[config.mk]
export PLATFORM = sky130hd
export DESIGN_NAME = div_seq_flat
export DESIGN_NICKNAME = d
export VERILOG_FILES = /design/src/rtl/div_seq_if.sv /design/src/rtl/div_seq.sv /design/src/flat_wrapper.sv
export SDC_FILE = /design/constraint.sdc
export NUM_CORES = 1
export LEC_CHECK = 0
export BUFFER_PORTS_ARGS = -buffer_cell sky130_fd_sc_hd__buf_2
export CAP_MARGIN = 25
export CORE_UTILIZATION = 25
export DETAILED_ROUTE_END_ITERATION = 8
export SLEW_MARGIN = 0
export SYNTH_ARGS = -nofsm -noshare
export SYNTH_HDL_FRONTEND = slang
export SYNTH_SLANG_ARGS = --single-unit
[constraint.sdc]
create_clock -name clk -period 10 [get_ports clk]
set_input_delay 1 -clock clk [delete_from_list [all_inputs] [get_ports clk]]
set_output_delay 1 -clock clk [all_outputs]
set_load 0.02 [all_outputs]
[src/rtl/div_seq_if.sv]
// Request/response bundle between the EX stage and the iterative divider div_seq.
// EX drives operands and start_i; the divider returns result_o, ready_o, busy_o and its FSM state.
interface div_seq_if #(
    parameter int WIDTH = 32
);
    // Handshake: EX raises start_i with stable operands and keeps it high until it sees
    // ready_o; the divider captures the operands only on the FREE->ON/BYZERO transition.
    // result_o is valid whenever ready_o is high. Dropping start_i, or raising annul_i,
    // releases the divider, which returns to FREE on the next cycle.
    logic                 signed_div_i;
    logic [WIDTH-1:0]     opdata1_i;
    logic [WIDTH-1:0]     opdata2_i;
    logic                 start_i;
    logic                 annul_i;
    logic [2*WIDTH-1:0]   result_o;
    logic                 ready_o;
    logic                 busy_o;
    logic [1:0]           state_dbg;

    modport master (
        output signed_div_i, opdata1_i, opdata2_i, start_i, annul_i,
        input  result_o, ready_o, busy_o, state_dbg
    );

    modport slave (
        input  signed_div_i, opdata1_i, opdata2_i, start_i, annul_i,
        output result_o, ready_o, busy_o, state_dbg
    );
endinterface

[src/rtl/div_seq.sv]
// Multi-cycle restoring divider for DIV/DIVU: one quotient bit per cycle, sign fix-up on exit.
// Optional macro DIV_EARLY_OUT_EN skips iteration when |dividend| < |divisor|.
module div_seq #(
    parameter int WIDTH = 32
) (
    input  logic         clk,
    input  logic         rst_n,
    div_seq_if.slave     bus
);
    localparam int CW = $clog2(WIDTH);

    typedef enum logic [1:0] {
        S_FREE   = 2'd0,
        S_BYZERO = 2'd1,
        S_ON     = 2'd2,
        S_END    = 2'd3
    } state_t;

    state_t state, state_nx;

    logic [CW-1:0]        cnt;
    logic [WIDTH-1:0]     rem_q;
    logic [WIDTH-1:0]     quo_q;
    logic [WIDTH-1:0]     dvs_q;
    logic [WIDTH-1:0]     dvd_raw_q;
    logic                 sgn_q;
    logic                 dvd_neg_q;
    logic                 dvs_neg_q;
    logic                 early_q;
    logic [2*WIDTH-1:0]   result_q;
    logic                 ready_q;

    // Operand conditioning in FREE
    logic                 accept;
    logic                 dvd_neg;
    logic                 dvs_neg;
    logic [WIDTH-1:0]     mag1;
    logic [WIDTH-1:0]     mag2;
    logic                 early;

    // One restoring step
    logic [WIDTH:0]       shift_rem;
    logic [WIDTH:0]       trial;
    logic                 trial_ok;
    logic [WIDTH-1:0]     rem_nx;
    logic [WIDTH-1:0]     quo_nx;
    logic                 last_iter;
    logic [WIDTH-1:0]     quo_fix;
    logic [WIDTH-1:0]     rem_fix;

    logic [2*WIDTH-1:0]   result_nx;
    logic                 ready_nx;

    always_comb begin
        accept  = bus.start_i && !bus.annul_i;
        dvd_neg = bus.signed_div_i && bus.opdata1_i[WIDTH-1];
        dvs_neg = bus.signed_div_i && bus.opdata2_i[WIDTH-1];
        mag1    = dvd_neg ? (~bus.opdata1_i + WIDTH'(1)) : bus.opdata1_i;
        mag2    = dvs_neg ? (~bus.opdata2_i + WIDTH'(1)) : bus.opdata2_i;
`ifdef DIV_EARLY_OUT_EN
        early   = (mag1 < mag2);
`else
        early   = 1'b0;
`endif
    end

    // The partial remainder stays below the divisor, so the shifted value needs one extra
    // bit and the trial difference fits in WIDTH+1 bits with its MSB acting as the sign.
    always_comb begin
        shift_rem = {rem_q, quo_q[WIDTH-1]};
        trial     = shift_rem - {1'b0, dvs_q};
        trial_ok  = !trial[WIDTH];
        rem_nx    = trial_ok ? trial[WIDTH-1:0] : shift_rem[WIDTH-1:0];
        quo_nx    = {quo_q[WIDTH-2:0], trial_ok};
        last_iter = (cnt == CW'(WIDTH - 1));
        quo_fix   = (sgn_q && (dvd_neg_q ^ dvs_neg_q)) ? (~quo_nx + WIDTH'(1)) : quo_nx;
        rem_fix   = (sgn_q && dvd_neg_q) ? (~rem_nx + WIDTH'(1)) : rem_nx;
    end

    always_ff @(posedge clk or negedge rst_n) begin
        if (!rst_n) begin
            state <= S_FREE;
        end else begin
            state <= state_nx;
        end
    end

    always_comb begin
        state_nx  = state;
        result_nx = result_q;
        case (state)
            S_FREE: begin
                if (accept) begin
                    state_nx = (bus.opdata2_i == '0) ? S_BYZERO : S_ON;
                end
            end
            S_BYZERO: begin
                state_nx = bus.annul_i ? S_FREE : S_END;
            end
            S_ON: begin
                if (bus.annul_i) begin
                    state_nx = S_FREE;
                end else if (early_q || last_iter) begin
                    state_nx = S_END;
                end
            end
            S_END: begin
                if (!bus.start_i || bus.annul_i) begin
                    state_nx = S_FREE;
                end
            end
            default: state_nx = S_FREE;
        endcase

        // The result register only loads on entry to END; it holds through END and FREE.
        if (state == S_BYZERO && state_nx == S_END) begin
            result_nx = {dvd_raw_q, {WIDTH{1'b1}}};
        end else if (state == S_ON && state_nx == S_END) begin
            result_nx = early_q ? {dvd_raw_q, {WIDTH{1'b0}}} : {rem_fix, quo_fix};
        end
        ready_nx = (state_nx == S_END);
    end

    always_ff @(posedge clk or negedge rst_n) begin
        if (!rst_n) begin
            cnt       <= '0;
            rem_q     <= '0;
            quo_q     <= '0;
            dvs_q     <= '0;
            dvd_raw_q <= '0;
            sgn_q     <= 1'b0;
            dvd_neg_q <= 1'b0;
            dvs_neg_q <= 1'b0;
            early_q   <= 1'b0;
            result_q  <= '0;
            ready_q   <= 1'b0;
        end else begin
            result_q <= result_nx;
            ready_q  <= ready_nx;
            if (state == S_FREE && accept) begin
                cnt       <= '0;
                rem_q     <= '0;
                quo_q     <= mag1;
                dvs_q     <= mag2;
                dvd_raw_q <= bus.opdata1_i;
                sgn_q     <= bus.signed_div_i;
                dvd_neg_q <= dvd_neg;
                dvs_neg_q <= dvs_neg;
                early_q   <= early;
            end else if (state == S_ON && !bus.annul_i) begin
                rem_q <= rem_nx;
                quo_q <= quo_nx;
                cnt   <= cnt + 1'b1;
            end
        end
    end

    assign bus.result_o  = result_q;
    assign bus.ready_o   = ready_q;
    assign bus.busy_o    = (state != S_FREE);
    assign bus.state_dbg = state;

endmodule

[src/flat_wrapper.sv]
// flat-port wrapper written by rule: the top's interface ports become plain ports
module div_seq_flat 
#(
    parameter int WIDTH = 32
)
  (clk, rst_n, bus_signed_div_i, bus_opdata1_i, bus_opdata2_i, bus_start_i, bus_annul_i, bus_result_o, bus_ready_o, bus_busy_o, bus_state_dbg);
  div_seq_if #(.WIDTH(WIDTH)) bus_i ();
  input  logic clk;
  input  logic rst_n;
  input wire logic [$bits(bus_i.signed_div_i)-1:0] bus_signed_div_i;
  input wire logic [$bits(bus_i.opdata1_i)-1:0] bus_opdata1_i;
  input wire logic [$bits(bus_i.opdata2_i)-1:0] bus_opdata2_i;
  input wire logic [$bits(bus_i.start_i)-1:0] bus_start_i;
  input wire logic [$bits(bus_i.annul_i)-1:0] bus_annul_i;
  output wire logic [$bits(bus_i.result_o)-1:0] bus_result_o;
  output wire logic [$bits(bus_i.ready_o)-1:0] bus_ready_o;
  output wire logic [$bits(bus_i.busy_o)-1:0] bus_busy_o;
  output wire logic [$bits(bus_i.state_dbg)-1:0] bus_state_dbg;
  assign bus_i.signed_div_i = bus_signed_div_i;
  assign bus_i.opdata1_i = bus_opdata1_i;
  assign bus_i.opdata2_i = bus_opdata2_i;
  assign bus_i.start_i = bus_start_i;
  assign bus_i.annul_i = bus_annul_i;
  assign bus_result_o = bus_i.result_o;
  assign bus_ready_o = bus_i.ready_o;
  assign bus_busy_o = bus_i.busy_o;
  assign bus_state_dbg = bus_i.state_dbg;
  div_seq #(.WIDTH(WIDTH)) u_core (.clk(clk), .rst_n(rst_n), .bus(bus_i));
endmodule
==> results.yml <==
detailed_routing:
  routedWlPerCell_um: 17.9
  drt-pass1-iter-count: 6
  wirelength_mm: 42.8
  via_per_inst: 4.99
  via_count: 12000
  drt-initial-drc-count: 1060
  drc: 0
  postRouteAntennaNets: 0
synth:
  ys_top_cells_by_area: "dfrtp_1 (38%), nand2_1 (8.6%), xor2_1 (5.6%)"
  yosys_most_used_dff: "dfrtp_1"
  synth_top_area_cell: "dfrtp_1"
  yosys_warnings: 0
  synth_seq_cells: 203
  ys_async_sr_fraction_pct: 100
  syn_inst: 1608
  synth_fp_nets: 1716
  yosysUniqueCellTypes: 89
  netlist.area_leader.share_pct: 38.2
  avgSynthCellArea_sq_um: 8.27
  yosysSeqAreaShare_pct: 38.2
  synth-edff-count: 0
  synth_area_sq_mm: 0.0133
cells_and_area:
  final_cell_mix: "nand2_1 (304), dfrtp_1 (203), o21ai_0 (142), buf_2 (135), a21oi_1 (107)"
  fin_nets: 1799
  nFillCells: 5621
  drive_gt1_share_pct: 13.5
  seqCellArea_sq_mm: 0.00508
  mostFrequentLayoutCell: "nand2_1"
  syn_to_final_growth_pct: 15.8
  multiInputGateArea_sq_mm: 0.00766
sta:
  grt_setup_unrepaired: "false"
  period_share_pct: 46.1
  finalHoldViolCount: 0
  fin_skew_ps: 15.1
  slew_headroom_pct: 31.0
  min_period_ps: 4610
  setup_viol: 0
  setup_tns_ps: 0
  worst_slew_pin_slew_ps: 1030
  finalMaxSlewViolations: 0
  fmaxAchievable_mhz: 217
clock_tree:
  clk_latency_ps: 550
  htree_levels: 1
  path_clk_slew_ps: 60
  cts_inserted_buffers: 24
  root_buffer: "clkbuf_16"
  ctsHoldBuffers: 0
  cts_setup_buffers: 0
  cts.sinks: 203
  clk_path_buf_depth: 3
  cts-resized-gates: 0
  cts_tree: "built"
global_routing:
  grt_start_max_net_pins: 79
  antenna_found_initial: 0
  grt_pass1_vias: 11300
  grt_pass1_wl_mm: 67.4
  grt-ovfl-total: 0
  track_usage_pct: 15.7
die:
  io_pins: 137
  die-height_um: 233
  coreArea_sq_mm: 0.0526
  initial_core_util_pct: 25.3
  die-area_sq_mm: 0.0541
  die_x_um: 233
  rows: 84
pwr:
  report.power.total_mw: 4.27
  ir_worst_vdd_mv: 0.157
  power_density_mw_per_mm2: 277
  leakagePower_nw: 6.79
flow_run:
  maxCapViolCount: 0
place:
  gp_congestion: 0.878
  hpwl_mm: 32.0
  io_buffers: 136
setup_path:
  path_max_fanout: 41
  worstPathArrival_ps: 5060
  worstSetupStartpointType: "register"
  r2r_slack_ps: 5390
  timing.rr.start: "u_core.rem_q[22]"
  r2r_end: "u_core.bus.result_o[48]"
  worstRegToRegCells: 15
  required_ps: 10450
  cp-end-kind: "register"
  critPathKind: "reg -> reg"
hold_path:
  hp-class: "in -> async"
status:
  outcome: "complete, no violations"
sequential cells by signal, summed over array words and instances, names as in the netlist:
| name | flops |
|---|---|
| u_core.bus.result_o | 64 |
| u_core.dvd_raw_q | 32 |
| u_core.dvs_q | 32 |
| u_core.quo_q | 32 |
| u_core.rem_q | 32 |
| u_core.cnt | 5 |
| u_core.bus.state_dbg | 2 |
| u_core.bus.ready_o | 1 |
| u_core.dvd_neg_q | 1 |
| u_core.dvs_neg_q | 1 |
| u_core.sgn_q | 1 |
metal layers:
layer / global-route usage [%] / part of all wire, % / routed length, um / up-vias
met3: 2.77 / 6.4 / 2740 / 43
met1: 23.4 / 49 / 20800 / 5738
li1: - / - / - / 5858
met5: 0 / 0 / 0 / -
met4: 3.35 / 1.8 / 784 / 0
met2: 23.5 / 43 / 18500 / 327
worst max-delay path: stages (launching register included):
cell	delay [ps]
dfrtp_1	420
ha_1	460
a21oi_1	360
o211ai_1	210
a211oi_1	310
o21ai_1	160
nor3_2	370
nor2_4	70
inv_4	350
mux2i_1	340
ha_1	250
o21ai_1	190
nor3_4	450
a31oi_1	180
xor2_1	200
a21oi_1	180
layout make-up:
class	count	area share [%]
repair buffers	150	5.16
multi-input cells	1257	49.7
clock inverters	6	0.447
diodes	4	0.0650
well taps	688	5.59
inverters	55	1.36
clock buffers	36	4.65
flip-flops and latches	203	33.0
synthesized netlist by cell type, types with 8 or more instances:
cell / n
nor2_1: 106
nand3_1: 11
clkbuf_1: 68
o41ai_1: 8
xor2_1: 85
mux2i_1: 19
buf_2: 16
o22ai_1: 10
nand2_1: 304
and2_1: 11
a31oi_1: 48
o21ai_1: 14
inv_1: 54
o211ai_1: 26
o21a_1: 9
ha_1: 38
xnor2_1: 60
o21ai_0: 142
nor3_1: 33
a21o_1: 16
and3_1: 9
or3_1: 22
o31ai_1: 20
dfrtp_1: 203
nand2b_1: 8
a22oi_1: 16
nand4_1: 14
a21oi_1: 107
where the power goes:
| group | switching, mW | internal, mW | total (mW) | leakage, nW |
|---|---|---|---|---|
| sequential | 0.183 | 0.980 | 1.16 | 2.57 |
| clock | 0.361 | 0.518 | 0.880 | 0.385 |
| combinational | 1.43 | 0.797 | 2.22 | 3.84 |
worst max-delay path by stage:
stage                                start  slack [ps]  cells past startpoint                 endpoint
after detailed placement  u_core.rem_q[22]        5430                     15  u_core.bus.result_o[60]
final                     u_core.rem_q[22]        5390                     15  u_core.bus.result_o[48]
after CTS                 u_core.rem_q[22]        5410                     15  u_core.bus.result_o[48]
after global routing      u_core.rem_q[22]        5000                     15  u_core.bus.result_o[56]
after global placement    u_core.rem_q[22]        5610                     15  u_core.bus.result_o[60]
after floorplan           u_core.quo_q[31]        6000                     21  u_core.bus.result_o[56]
metrics by stage:
step / instance area, sq um / utilization [%] / setup WS (ps) / std cells / hold WS (ps)
after floorplan: 13300 / - / 6000 / 1608 / 440
after global placement: 14600 / 27.8 / 5610 / 2352 / 455
after detailed placement: 14600 / 27.8 / 5430 / 2353 / 463
after CTS: 15400 / 29.3 / 5410 / 2395 / 472
after global routing: 15400 / 29.3 / 5000 / 2395 / 504
final: 15400 / 29.3 / 5390 / 2399 / 451
logic make-up (layout without fill, tap and decap cells):
kind of cell,Yosys count,after routing,synth area share [%]
xor+xnor,145,145,9.55
simple gates,573,573,19.8
fa+ha+maj,39,39,3.72
buf+inv,148,247,4.44
flops,203,203,38.2
other cells,0,4,0
compound gates,479,479,22.7
mux,21,21,1.63
Power figures use the tool's default switching activity.
